## src/rtl/uart_pkg.sv

```systemverilog
// rtl/uart_pkg.sv - shared constants and state encoding for the UART receiver
package uart_pkg;

    localparam int DATA_BITS = 8;
    localparam int BIT_W     = $clog2(DATA_BITS);

    typedef enum logic [2:0] {
        IDLE,
        START,
        DATA,
`ifdef UART_RX_PARITY_EN
        PARITY,
`endif
        STOP,
        WAIT_IDLE
    } rx_state_t;

endpackage

```

## src/rtl/uart_rx_sync.sv

```systemverilog
// rtl/uart_rx_sync.sv - two-flop synchronizer for the serial line, resets to idle-high
module uart_rx_sync (
    input  logic clk,
    input  logic reset,
    input  logic din,
    output logic dout
);

    logic meta;

    always_ff @(posedge clk or negedge reset) begin
        if (!reset) begin
            meta <= 1'b1;
            dout <= 1'b1;
        end else begin
            meta <= din;
            dout <= meta;
        end
    end

endmodule

```

## src/rtl/uart_receive.sv

```systemverilog
// rtl/uart_receive.sv - 8-bit UART receiver, mid-bit sampling; UART_RX_PARITY_EN adds a parity bit
module uart_receive
    import uart_pkg::*;
#(
    parameter int CLKS_PER_BIT = 16,
    parameter int PARITY_ODD   = 0
) (
    input  logic                 clk,
    input  logic                 reset,
    input  logic                 rxd,
    output logic                 dataComplete,
    output logic [DATA_BITS-1:0] data
);

    localparam int CNT_W = (CLKS_PER_BIT > 1) ? $clog2(CLKS_PER_BIT) : 1;
    localparam logic [CNT_W-1:0] FULL_M1 = CNT_W'(CLKS_PER_BIT - 1);
    localparam logic [CNT_W-1:0] HALF_M1 = CNT_W'(CLKS_PER_BIT / 2 - 1);
    localparam logic [BIT_W-1:0] LAST_BIT = BIT_W'(DATA_BITS - 1);

    rx_state_t            state;
    logic [CNT_W-1:0]     cnt;
    logic [BIT_W-1:0]     bitcnt;
    logic [DATA_BITS-1:0] shreg;
    logic                 rxd_s;
    logic                 parity_ok;

    uart_rx_sync u_sync (
        .clk   (clk),
        .reset (reset),
        .din   (rxd),
        .dout  (rxd_s)
    );

`ifdef UART_RX_PARITY_EN
    localparam logic ODD = (PARITY_ODD != 0);
    logic perr;

    always_ff @(posedge clk or negedge reset) begin
        if (!reset) begin
            perr <= 1'b0;
        end else if (state == IDLE) begin
            perr <= 1'b0;
        end else if (state == PARITY && cnt == FULL_M1) begin
            perr <= ((^shreg) ^ rxd_s) != ODD;
        end
    end

    assign parity_ok = !perr;
`else
    logic unused_parity_odd;
    assign unused_parity_odd = (PARITY_ODD != 0);
    assign parity_ok = 1'b1;
`endif

    always_ff @(posedge clk or negedge reset) begin
        if (!reset) begin
            state        <= IDLE;
            cnt          <= '0;
            bitcnt       <= '0;
            shreg        <= '0;
            data         <= '0;
            dataComplete <= 1'b0;
        end else begin
            dataComplete <= 1'b0;
            case (state)
                IDLE: begin
                    cnt <= '0;
                    if (!rxd_s) begin
                        state  <= START;
                        bitcnt <= '0;
                    end
                end
                START: begin
                    if (cnt == HALF_M1) begin
                        cnt   <= '0;
                        state <= rxd_s ? IDLE : DATA;
                    end else begin
                        cnt <= cnt + 1'b1;
                    end
                end
                DATA: begin
                    if (cnt == FULL_M1) begin
                        cnt    <= '0;
                        shreg  <= {rxd_s, shreg[DATA_BITS-1:1]};
                        bitcnt <= bitcnt + 1'b1;
                        if (bitcnt == LAST_BIT) begin
`ifdef UART_RX_PARITY_EN
                            state <= PARITY;
`else
                            state <= STOP;
`endif
                        end
                    end else begin
                        cnt <= cnt + 1'b1;
                    end
                end
`ifdef UART_RX_PARITY_EN
                PARITY: begin
                    if (cnt == FULL_M1) begin
                        cnt   <= '0;
                        state <= STOP;
                    end else begin
                        cnt <= cnt + 1'b1;
                    end
                end
`endif
                STOP: begin
                    if (cnt == FULL_M1) begin
                        cnt <= '0;
                        // Leaving at mid-stop-bit lets an immediately following start bit be seen
                        if (!rxd_s) begin
                            state <= WAIT_IDLE;
                        end else begin
                            state <= IDLE;
                            if (parity_ok) begin
                                data         <= shreg;
                                dataComplete <= 1'b1;
                            end
                        end
                    end else begin
                        cnt <= cnt + 1'b1;
                    end
                end
                WAIT_IDLE: begin
                    cnt <= '0;
                    if (rxd_s) state <= IDLE;
                end
                default: begin
                    state <= IDLE;
                    cnt   <= '0;
                end
            endcase
        end
    end

endmodule

```

## config.mk

```make
export PLATFORM = sky130hd
export DESIGN_NAME = uart_receive
export DESIGN_NICKNAME = d
export VERILOG_FILES = /design/src/rtl/uart_pkg.sv /design/src/rtl/uart_rx_sync.sv /design/src/rtl/uart_receive.sv
export SDC_FILE = /design/constraint.sdc
export NUM_CORES = 1
export LEC_CHECK = 0
export CAP_MARGIN = 20
export CORE_ASPECT_RATIO = 1.5
export CORE_MARGIN = 2
export CORE_UTILIZATION = 45
export CTS_BUF_LIST = sky130_fd_sc_hd__clkbuf_8
export CTS_CLUSTER_DIAMETER = 60
export DETAILED_ROUTE_END_ITERATION = 8
export HOLD_SLACK_MARGIN = 0.05
export PLACE_DENSITY = 0.66
export SLEW_MARGIN = 20
export SYNTH_ARGS = -nofsm -noshare
export SYNTH_HDL_FRONTEND = slang
export SYNTH_SLANG_ARGS = --single-unit
export TNS_END_PERCENT = 100
```

## constraint.sdc

```tcl
create_clock -name clk -period 1.9 [get_ports clk]
set_input_delay 0.38 -clock clk [delete_from_list [all_inputs] [get_ports clk]]
set_output_delay 0.38 -clock clk [all_outputs]
set_load 0.1 [all_outputs]
```

==> results.sh <==
export IMPL_die_w_um=46.62
export IMPL_preCtsSetupSlack_ns=0.1504
export IMPL_fmax_mhz=575.3
export IMPL_worst_hold_path_type="flop to flop"
export IMPL_power_density_nw_per_um2=865.8
export IMPL_multi_input_area_um2=470.5
export IMPL_start_util_pct=46.31
export IMPL_dp_hpwl_um=1290
export IMPL_p_int_uw=949.9
export IMPL_clock_sinks=29
export IMPL_dieArea_um2=3167
export IMPL_syn_area_per_cell_um2=14.43
export IMPL_diodes=0
export IMPL_cp_end_kind="flop"
export IMPL_r2r_end="shreg[7]$_DFFE_PN0P_"
export IMPL_p_sw_uw=304.5
export IMPL_dr_total_vias=724
export IMPL_final_common_cell="dfrtp_1"
export IMPL_ys_seq_area_share_pct=59.39
export IMPL_regArea_um2=728.2
export IMPL_setup_violations=0
export IMPL_status="completed"
export IMPL_core_area_um2=2648
export IMPL_fin_crit_ns=1.738
export IMPL_rsz0062_at_grt="false"
export IMPL_num_rows=23
export IMPL_crit_required_ns=2.06
export IMPL_ys_seq_elements=29
export IMPL_wirelength_um=1795
export IMPL_swShare_pct=24.28
export IMPL_area_growth_syn_to_layout_pct=18.16
export IMPL_slew_headroom_pct=76.69
export IMPL_yosys_cell_types_count=26
export IMPL_clk_latency_ns=0.28
export IMPL_syn_num_nets=91
export IMPL_reg2reg_from="cnt[0]$_DFF_PN0_"
export IMPL_ctsHoldBuffers=0
export IMPL_drc=0
export IMPL_cts_root_buf="clkbuf_8"
export IMPL_startpoint_type="flop"
export IMPL_grt_max_degree=30
export IMPL_fin_ws_ns=0.1618
export IMPL_nNetsFinal=110
export IMPL_die_y_um=67.93
export IMPL_drt_iter0_markers=10
export IMPL_cts_max_path_buffers=2
export IMPL_crit_type="flop to flop"
export IMPL_drv_slew=0
export IMPL_crit_fanout=11
export IMPL_clock_skew_ns=0.008425
export IMPL_gp_congestion=0.7618
export IMPL_first_global_vias=682
export IMPL_detail_route_vias_per_cell=5.099
export IMPL_drive_above_1_share_pct=41.90
export IMPL_cts_resized_gates=0
export IMPL_hold_viol=0
export IMPL_tightestPinTransition_ns=0.3496
export IMPL_setup_tns_ns=0
export IMPL_yosysWarnings=0
export IMPL_cp_startpoint="cnt[0]$_DFF_PN0_"
export IMPL_rr_worst_depth=4
export IMPL_grt_pass1_wl_um=3008
export IMPL_clock_power_share_pct=37.1
export IMPL_path_clk_slew_ns=0.06
export IMPL_r2r_slack_ns=0.16
export IMPL_synthesis_area_um2=1226
export IMPL_io_pins=12
export IMPL_drtPass1Iterations=3
export IMPL_comb_power_share_pct=7.6
export IMPL_cts_tree="built"
export IMPL_dp_cells=134
export IMPL_antenna_found_initial=0
export IMPL_portBuffers=11
export IMPL_htreeDepth=2
export IMPL_synth_cells=85
export IMPL_finalCritPeriodShare_pct=91.48
export IMPL_cp_arrival_ns=1.90
export IMPL_cts_buffers_inserted=5
export IMPL_antenna_left=0
export IMPL_wl_per_cell_um=12.64
export IMPL_vdd_drop_max_uv=610.4
export IMPL_grt_use_total_pct=14.10
export IMPL_max_cap_viol_count=0
export IMPL_fill_cells=249
export IMPL_layoutNonFillerInstCount=142
export IMPL_grt_overflow_total=0
export IMPL_leakage_uw=0.0007410
export IMPL_crit_end="shreg[7]$_DFFE_PN0P_"
export IMPL_final_cell_mix="dfrtp_1, buf_4, mux2_2"
export IMPL_post_cts_setup_buffer_count=0
export IMPL_seq_power_share_pct=55.3
-- worst min-delay path by stage --
stage                     cells after the start                    end  slack, ns             startpoint
after floorplan                               0  bitcnt[0]$_DFFE_PN0P_       0.08                  reset
after global placement                        0  u_sync.dout$_DFF_PN1_       0.35  u_sync.meta$_DFF_PN1_
after detailed placement                      0  u_sync.dout$_DFF_PN1_       0.35  u_sync.meta$_DFF_PN1_
after CTS                                     0  u_sync.dout$_DFF_PN1_       0.36  u_sync.meta$_DFF_PN1_
after global routing                          0  u_sync.dout$_DFF_PN1_       0.36  u_sync.meta$_DFF_PN1_
final                                         0  u_sync.dout$_DFF_PN1_       0.36  u_sync.meta$_DFF_PN1_
-- power groups by stage --
stage	Combinational [uW]	Clock, uW	Sequential, uW
floorplan	69.7	0	696
global placement	96.3	0	702
detailed placement	97.7	0	705
CTS	98.5	485	695
global route	113	514	701
finish	95.1	465	694
-- cell type report --
type | count | share of cell area (%)
clock inverters | 3 | 0.9499
clock buffers | 5 | 4.750
well taps | 37 | 3.195
inverters | 3 | 0.7772
repair buffers | 14 | 7.599
multi-input cells | 51 | 32.47
flip-flops and latches | 29 | 50.26
-- layer usage --
layer | routed length, um | up-vias | GRT usage (%)
li1 | - | 335 | -
met1 | 732 | 369 | 14.65
met2 | 922 | 14 | 22.22
met4 | 53 | 0 | 9.375
met5 | 0 | - | 0
met3 | 86 | 6 | 6.332
-- per-stage QoR --
| stage | power, uW | cell area (um^2) | hold WS [ns] | util, % |
|---|---|---|---|---|
| after CTS | 1278 | 1449 | 0.3571 | 54.73 |
| after floorplan | 765.8 | 1226 | 0.08441 | - |
| after global routing | 1327 | 1449 | 0.3594 | 54.73 |
| after detailed placement | 803.1 | 1366 | 0.3491 | 51.61 |
| after global placement | 798.7 | 1366 | 0.3461 | 51.61 |
| final | 1254 | 1449 | 0.3557 | 54.73 |
-- registers in the layout (all words and copies together) (netlist names) --
signal,cells
bitcnt,3
cnt,4
data,8
dataComplete,1
shreg,8
state,3
u_sync.dout,1
u_sync.meta,1
-- logic make-up (layout without fill, tap and decap cells) --
| family | Yosys count | count (layout) | synth area share (%) |
|---|---|---|---|
| multiplexers | 20 | 20 | 20.20 |
| adder cells (fa/ha/maj) | 3 | 3 | 3.062 |
| flip-flops | 29 | 29 | 59.39 |
| XOR/XNOR | 3 | 3 | 2.143 |
| AO/OA/AOI/OAI | 5 | 5 | 2.857 |
| buffers and inverters | 5 | 25 | 2.244 |
| AND/OR/NAND/NOR | 20 | 20 | 10.10 |
-- synth_stat cells --
library cell	number	area, um^2
or4_4	1	11.26
and3_1	1	6.260
nand2_1	6	22.52
a211oi_1	2	15.01
dfstp_2	2	52.55
a21oi_1	2	10.01
nor3_1	1	5.000
or2_2	1	6.260
nor4_4	1	21.27
ha_1	3	37.54
buf_2	1	5.000
nand3_1	2	10.01
mux2i_1	3	30.03
inv_1	3	11.26
xor2_1	1	8.760
a311o_1	1	10.01
nor3b_1	1	7.510
dfrtp_1	27	675.7
buf_6	1	11.26
nand2_2	1	6.260
nor2_1	3	11.26
or4_2	1	8.760
mux2_4	7	105.1
xnor2_1	2	17.52
or3_2	1	7.510
mux2_2	10	112.6
-- critical path, stage by stage, from the launching register on --
cell,delay (ns)
dfrtp_1,0.36
ha_1,0.24
nand2_1,0.08
or4_4,0.61
mux2_4,0.34
No activity file was read; power rests on OpenSTA's default activity.
